===== src/rtl/imem_boot_loader.sv =====
// Streams a framed image (header N, N payload words, optional checksum) into instruction
// memory and holds the CPU core in reset until the image has been loaded and verified.
module imem_boot_loader #(
    parameter  int DATA_W      = 32,
    parameter  int DEPTH       = 1024,
    parameter  int CHECKSUM_EN = 1,
    localparam int AW          = $clog2(DEPTH)
) (
    input  logic              clk,
    input  logic              reset_n,
    input  logic              start,
    input  logic              in_valid,
    input  logic [DATA_W-1:0] in_data,
    input  logic              in_last,
    output logic              in_ready,
    output logic              mem_we,
    output logic [AW-1:0]     mem_addr,
    output logic [DATA_W-1:0] mem_wdata,
    output logic              cpu_reset,
    output logic              done,
    output logic              error,
    output logic [AW:0]       word_count,
    output logic [2:0]        dbg_state
);

    typedef enum logic [2:0] {
        IDLE  = 3'd0,
        HDR   = 3'd1,
        LOAD  = 3'd2,
        CHECK = 3'd3,
        RUN   = 3'd4,
        ERR   = 3'd5
    } state_t;

    localparam logic [AW:0] DEPTH_N = (AW+1)'(DEPTH);

    // Stream handshake: a word transfers on a rising edge where in_valid and in_ready are
    // both high; in_ready is registered and depends only on state, never on in_valid.
    state_t              state_q, state_d;
    logic [AW:0]         n_q, n_d;
    logic [AW:0]         word_count_q, word_count_d;
    logic [DATA_W-1:0]   sum_q, sum_d;
    logic                mem_we_q, mem_we_d;
    logic [AW-1:0]       mem_addr_q, mem_addr_d;
    logic [DATA_W-1:0]   mem_wdata_q, mem_wdata_d;
    logic                in_ready_q, in_ready_d;
    logic                cpu_reset_q, cpu_reset_d;
    logic                done_q, done_d;
    logic                error_q, error_d;
    logic                xfer;
    logic [AW:0]         hdr_n;

    assign xfer  = in_valid & in_ready_q;
    assign hdr_n = in_data[AW:0];

    always_comb begin
        state_d      = state_q;
        n_d          = n_q;
        word_count_d = word_count_q;
        sum_d        = sum_q;
        mem_we_d     = 1'b0;
        mem_addr_d   = mem_addr_q;
        mem_wdata_d  = mem_wdata_q;
        case (state_q)
            IDLE, RUN, ERR: begin
                if (start) begin
                    state_d      = HDR;
                    word_count_d = '0;
                    sum_d        = '0;
                end
            end
            HDR: begin
                if (xfer) begin
                    if (hdr_n == '0 || hdr_n > DEPTH_N || in_last) begin
                        state_d = ERR;
                    end else begin
                        n_d     = hdr_n;
                        state_d = LOAD;
                    end
                end
            end
            LOAD: begin
                if (xfer) begin
                    // The write is issued even when this word turns out to end the frame badly.
                    mem_we_d     = 1'b1;
                    mem_addr_d   = word_count_q[AW-1:0];
                    mem_wdata_d  = in_data;
                    word_count_d = word_count_q + 1'b1;
                    sum_d        = sum_q + in_data;
                    if (word_count_d == n_q) begin
                        if (CHECKSUM_EN != 0) state_d = in_last ? ERR : CHECK;
                        else                  state_d = in_last ? RUN : ERR;
                    end else if (in_last) begin
                        state_d = ERR;
                    end
                end
            end
            CHECK: begin
                if (xfer) state_d = (in_last && in_data == sum_q) ? RUN : ERR;
            end
            default: state_d = IDLE;
        endcase
        // Status outputs are registered from the next state so they change on the same edge.
        in_ready_d  = (state_d == HDR) || (state_d == LOAD) || (state_d == CHECK);
        cpu_reset_d = (state_d != RUN);
        done_d      = (state_d == RUN);
        error_d     = (state_d == ERR);
    end

    always_ff @(posedge clk or negedge reset_n) begin
        if (!reset_n) begin
            state_q      <= IDLE;
            n_q          <= '0;
            word_count_q <= '0;
            sum_q        <= '0;
            mem_we_q     <= 1'b0;
            mem_addr_q   <= '0;
            mem_wdata_q  <= '0;
            in_ready_q   <= 1'b0;
            cpu_reset_q  <= 1'b1;
            done_q       <= 1'b0;
            error_q      <= 1'b0;
        end else begin
            state_q      <= state_d;
            n_q          <= n_d;
            word_count_q <= word_count_d;
            sum_q        <= sum_d;
            mem_we_q     <= mem_we_d;
            mem_addr_q   <= mem_addr_d;
            mem_wdata_q  <= mem_wdata_d;
            in_ready_q   <= in_ready_d;
            cpu_reset_q  <= cpu_reset_d;
            done_q       <= done_d;
            error_q      <= error_d;
        end
    end

    assign in_ready   = in_ready_q;
    assign mem_we     = mem_we_q;
    assign mem_addr   = mem_addr_q;
    assign mem_wdata  = mem_wdata_q;
    assign cpu_reset  = cpu_reset_q;
    assign done       = done_q;
    assign error      = error_q;
    assign word_count = word_count_q;
    assign dbg_state  = state_q;

endmodule

===== config.mk =====
export PLATFORM = sky130hd
export DESIGN_NAME = imem_boot_loader
export DESIGN_NICKNAME = d
export VERILOG_FILES = /design/src/rtl/imem_boot_loader.sv
export SDC_FILE = /design/constraint.sdc
export NUM_CORES = 1
export LEC_CHECK = 0
export CAP_MARGIN = 20
export CORE_MARGIN = 1
export CORE_UTILIZATION = 38
export CTS_CLUSTER_DIAMETER = 60
export DETAILED_ROUTE_END_ITERATION = 8
export SETUP_SLACK_MARGIN = 0.02
export SYNTH_ARGS = -nofsm -noshare
export SYNTH_HDL_FRONTEND = slang
export SYNTH_SLANG_ARGS = --single-unit

===== constraint.sdc =====
create_clock -name clk -period 4.96 [get_ports clk]
set_input_delay 0.992 -clock clk [delete_from_list [all_inputs] [get_ports clk]]
set_output_delay 0.992 -clock clk [all_outputs]
set_load 0.05 [all_outputs]

* Yosys cells after proc, flatten, opt, wreduce, memory -nomap -nowiden *
Cells that the tools add are included.

word-level totals
  output and inout bits = 61
  flip-flop bits (word level) = 104

cells by class
  bitwise operators = 2
  muxes and demuxes = 18
  reductions and logical operators = 12
  $lt $le $gt $ge = 1
  add/subtract/negate cells = 2
  equality and inequality tests = 15

operators with widths
  operator                                                count
  2-to-1 mux 32 bit                                       2
  one-hot mux 32 bit (2 select lines)                     1
  adder 32 bit                                            1
  equality test 32 bit                                    1
  2-to-1 mux 3 bit                                        8
  2-to-1 mux 11 bit                                       2
  one-hot mux 11 bit (2 select lines)                     1
  equality test 3 x 2 -> 1 bit (second input constant)    4
  equality test 3 bit (second input constant)             4
  one-hot mux 3 bit (4 select lines)                      1
  adder 11 x 1 -> 11 bit (second input constant)          1
  equality test 11 bit                                    1
  greater-than comparator 11 bit (second input constant)  1
  logical NOT 11 bit                                      1
  equality test 3 x 1 -> 1 bit (second input constant)    2
  AND reduction 3 bit                                     2
  logical OR 1 bit                                        4
  inequality test 2 bit (second input constant)           2
  logical NOT 3 bit                                       1
  2-to-1 mux 1 bit                                        3
  inequality test 3 bit (second input constant)           1
  OR reduction 3 bit                                      1
  AND reduction 2 bit                                     1
  nonzero test 2 bit                                      1
  3 further kinds                                         3

* Depth between registers and ports, before layout *
  word-level depth = 9
  mapped depth = 11
  gate-level depth less buffers = 11

* Worst setup path after synthesis *
OpenSTA, ideal clock, no wires.

  path kind = input to register
  from = input in_data[0]
  to = register sum_q[16]
  stages on the path = 11
  library setup time = 0.123 ns
  path buffers = 0
  arrival time = 3.115 ns
  slack = 1.722 ns
  cell sequence = ha_1 fa_1 a21oi_1 o21ai_1 a21o_1 a211o_1 a31o_1 a21o_1 a21oi_2 xor2_1 o21ai_1

on the way
  cells in the longest elaborated chain, start to end = 3

ends and longest elaborated chain
  element                              line  text
  start: declaration                   13    input logic [DATA_W-1:0] in_data,
  adder 32 bit                         89    sum_d = sum_q + in_data;
  2-to-1 mux 32 bit                    83    if (xfer) begin
  one-hot mux 32 bit (2 select lines)  64    case (state_q)
  end signal: assignment               127   sum_q <= sum_d;
  end: declaration                     42    logic [DATA_W-1:0] sum_q, sum_d;

No other way between the ends. The select of a mux whose other input is x is not followed.
A chain may end at the register's enable or synchronous reset.

* Final worst setup path *
Same ends and word-level chain as after synthesis.

==> impl_metrics.env <==
export IMPL_n_antenna_cell=0
export IMPL_cts_tree="built"
export IMPL_grt_use_total_pct=19.6
export IMPL_cts_buffers_inserted=9
export IMPL_drcViolationCount=0
export IMPL_io_buffers=97
export IMPL_gp_congestion=0.818
export IMPL_drt_pass1_iterations=5
export IMPL_clock_sinks=104
export IMPL_pin_count=98
export IMPL_grt_max_degree=86
export IMPL_die_h_um=127
export IMPL_layout_common_cells="nand2_1 (176), dfrtp_1 (103), clkdlybuf4s50_1 (96)"
export IMPL_final_common_cell="nand2_1"
export IMPL_max_slew_worst_pin_slew_ps=1020
export IMPL_fmax_ghz=0.275
export IMPL_drive_gt1_share_pct=5.94
export IMPL_finalHoldViolCount=0
export IMPL_cp_start_kind="primary input"
export IMPL_required_ps=5170
export IMPL_yosysSeqAreaShare_pct=43.8
export IMPL_gr_total_overflow=0
export IMPL_core_sq_um=15300
export IMPL_cts_hold_buf=0
export IMPL_grt_antenna_before_repair=0
export IMPL_start_util_pct=39.0
export IMPL_power_density_nw_per_um2=426
export IMPL_ys_warn_count=0
export IMPL_cts_resized_gates=0
export IMPL_clockRootBuffer="clkbuf_16"
export IMPL_synth_edf_count=0
export IMPL_skew_ps=6.16
export IMPL_rsz0062_at_grt="no"
export IMPL_cp_data_arrival_time_ps=3850
export IMPL_async_flop_share_pct=100
export IMPL_vdd_drop_max_mv=0.304
export IMPL_min_period_over_period_pct=73.4
export IMPL_ant_nets=0
export IMPL_clock_latency_ps=360
export IMPL_synth_net_count=745
export IMPL_setup_viol=0
export IMPL_cp_max_fo=5
export IMPL_p_leak_nw=3.45
export IMPL_wl_per_cell_um=15.2
export IMPL_clk_path_buf_depth=2
export IMPL_holdCritPathClass="flop to flop"
export IMPL_num_vias=5003
export IMPL_maxSlewHeadroom_pct=31.9
export IMPL_die_w_um=127
export IMPL_clkTransAtPathRegs_ps=70
export IMPL_netlist_instances=675
export IMPL_grt_pass1_vias=4922
export IMPL_status="complete, no violations"
export IMPL_cts_max_level=3
export IMPL_synth_ff_type="dfrtp_1"
export IMPL_maxCapViolations=0
export IMPL_syn_area_sq_um=5950
export IMPL_cts_setup_buffers=0
export IMPL_via_per_inst=5.16
export IMPL_hold_ws_ps=475
export IMPL_syn_avg_cell_area_sq_um=8.82
export IMPL_period_minus_slack_ps=3640
export IMPL_num_rows=45
export IMPL_cp_end_kind="flop"
export IMPL_place_hpwl_um=10300
export IMPL_initialDrtViolationCount=245
export IMPL_ys_ff_latch=104
export IMPL_synth_distinct_cells=55
export IMPL_grt_first_pass_wirelength_um=25100
export IMPL_area_growth_pct=24.4
export IMPL_drt_wl_total_um=14800
export IMPL_rrSetupSlack_ps=2110
export IMPL_worstSetupPathType="primary input to flop"
export IMPL_fp_dieArea_sq_um=16200
export IMPL_fin_tns_setup_ps=0
export IMPL_nNetsFinal=823
export IMPL_drv_slew=0
-- synthesized netlist by cell type (3+ instances only) --
master	n	area, sq um
a211oi_1	3	22.5
a21o_1	19	143
a21oi_1	29	145
a22o_1	5	43.8
a31oi_1	4	25.0
and3_1	4	25.0
buf_1	6	22.5
buf_2	4	20.0
buf_4	4	30.0
clkbuf_1	19	71.3
dfrtp_1	103	2580
ha_1	32	400
inv_1	17	63.8
mux2_2	11	124
nand2_1	176	661
nand2b_1	4	25.0
nand3_1	20	100
nand4_1	8	50.1
nor2_1	32	120
nor2b_1	4	25.0
nor3_1	8	40.0
nor4_1	11	68.8
o211ai_1	5	37.5
o21a_1	4	30.0
o21ai_0	36	180
o21ai_1	19	95.1
o21bai_1	4	30.0
o31ai_1	5	37.5
xnor2_1	31	272
xor2_1	16	140
-- critical path: stages --
cell             delay [ps]
clkdlybuf4s50_1         490
ha_1                    270
fa_1                    400
a21oi_1                 230
o21ai_1                 100
a21o_1                  250
a211o_1                 310
a31o_1                  250
a21o_1                  190
a21oi_2                 140
xor2_1                  150
o21ai_1                  70
-- worst paths after layout --
check	startpoint	to	depth (start not counted)
worst max register to register	sum_q[0]	sum_q[16]	11
worst min-delay path	mem_wdata[25]	mem_wdata[25]	2
max in group asynchronous	reset_n	mem_addr[9]	2
worst max-delay path	in_data[0]	sum_q[16]	12
min in group asynchronous	reset_n	sum_q[10]	1
worst min register to register	mem_wdata[25]	mem_wdata[25]	2
-- layer usage --
metal | global-route usage, % | vias up | wire, um
li1 | - | 2482 | -
met1 | 27.7 | 2403 | 7460
met2 | 30.0 | 106 | 6600
met3 | 3.06 | 12 | 479
met4 | 7.63 | 0 | 232
met5 | 0 | - | 0
-- final cells by class --
class                      count  area (sq um)
fill                        1448          7860
multi-input combinational    518          3130
sequential                   104          2600
timing repair buffer         103          1030
tap                          211           264
clock buffer                  10           239
clock inverter                 6          68.8
inverter                      17          63.8
-- cell families (layout without fill, tap and decap cells) --
logic type | count (synthesis) | after routing | share of synthesized area (%)
and+or+nand+nor | 273 | 273 | 19.5
AOI/OAI and AO/OA | 153 | 153 | 16.6
DFF | 104 | 104 | 43.8
buffers and inverters | 53 | 136 | 3.95
xor gates and xnor gates | 47 | 47 | 6.92
adders and majority gates | 33 | 33 | 7.06
muxes | 12 | 12 | 2.25
-- state kept, by name, indices dropped and copies added (netlist names) --
name	cells
error	1
done	1
cpu_reset	1
word_count	11
dbg_state	3
n_q	11
sum_q	32
mem_we	1
in_ready	1
mem_addr	10
mem_wdata	32
-- stage by stage --
step	setup slack (ps)	std cells	util (%)	total power, mW	area (sq um)
final	1320	969	48.5	3.15	7400
after global routing	1150	969	48.5	3.33	7400
after CTS	1320	968	48.3	3.18	7370
after detailed placement	951	952	46.3	2.43	7070
after global placement	1020	952	46.3	2.41	7070
after floorplan	1720	675	-	2.02	5950
-- power by group --
| part | internal, mW | total [mW] | switching (mW) |
|---|---|---|---|
| registers | 1.02 | 1.15 | 0.123 |
| clock network | 0.407 | 0.737 | 0.331 |
| logic | 0.468 | 1.27 | 0.799 |
| total | 1.90 | 3.15 | 1.25 |
Power figures use the tool's default switching activity.
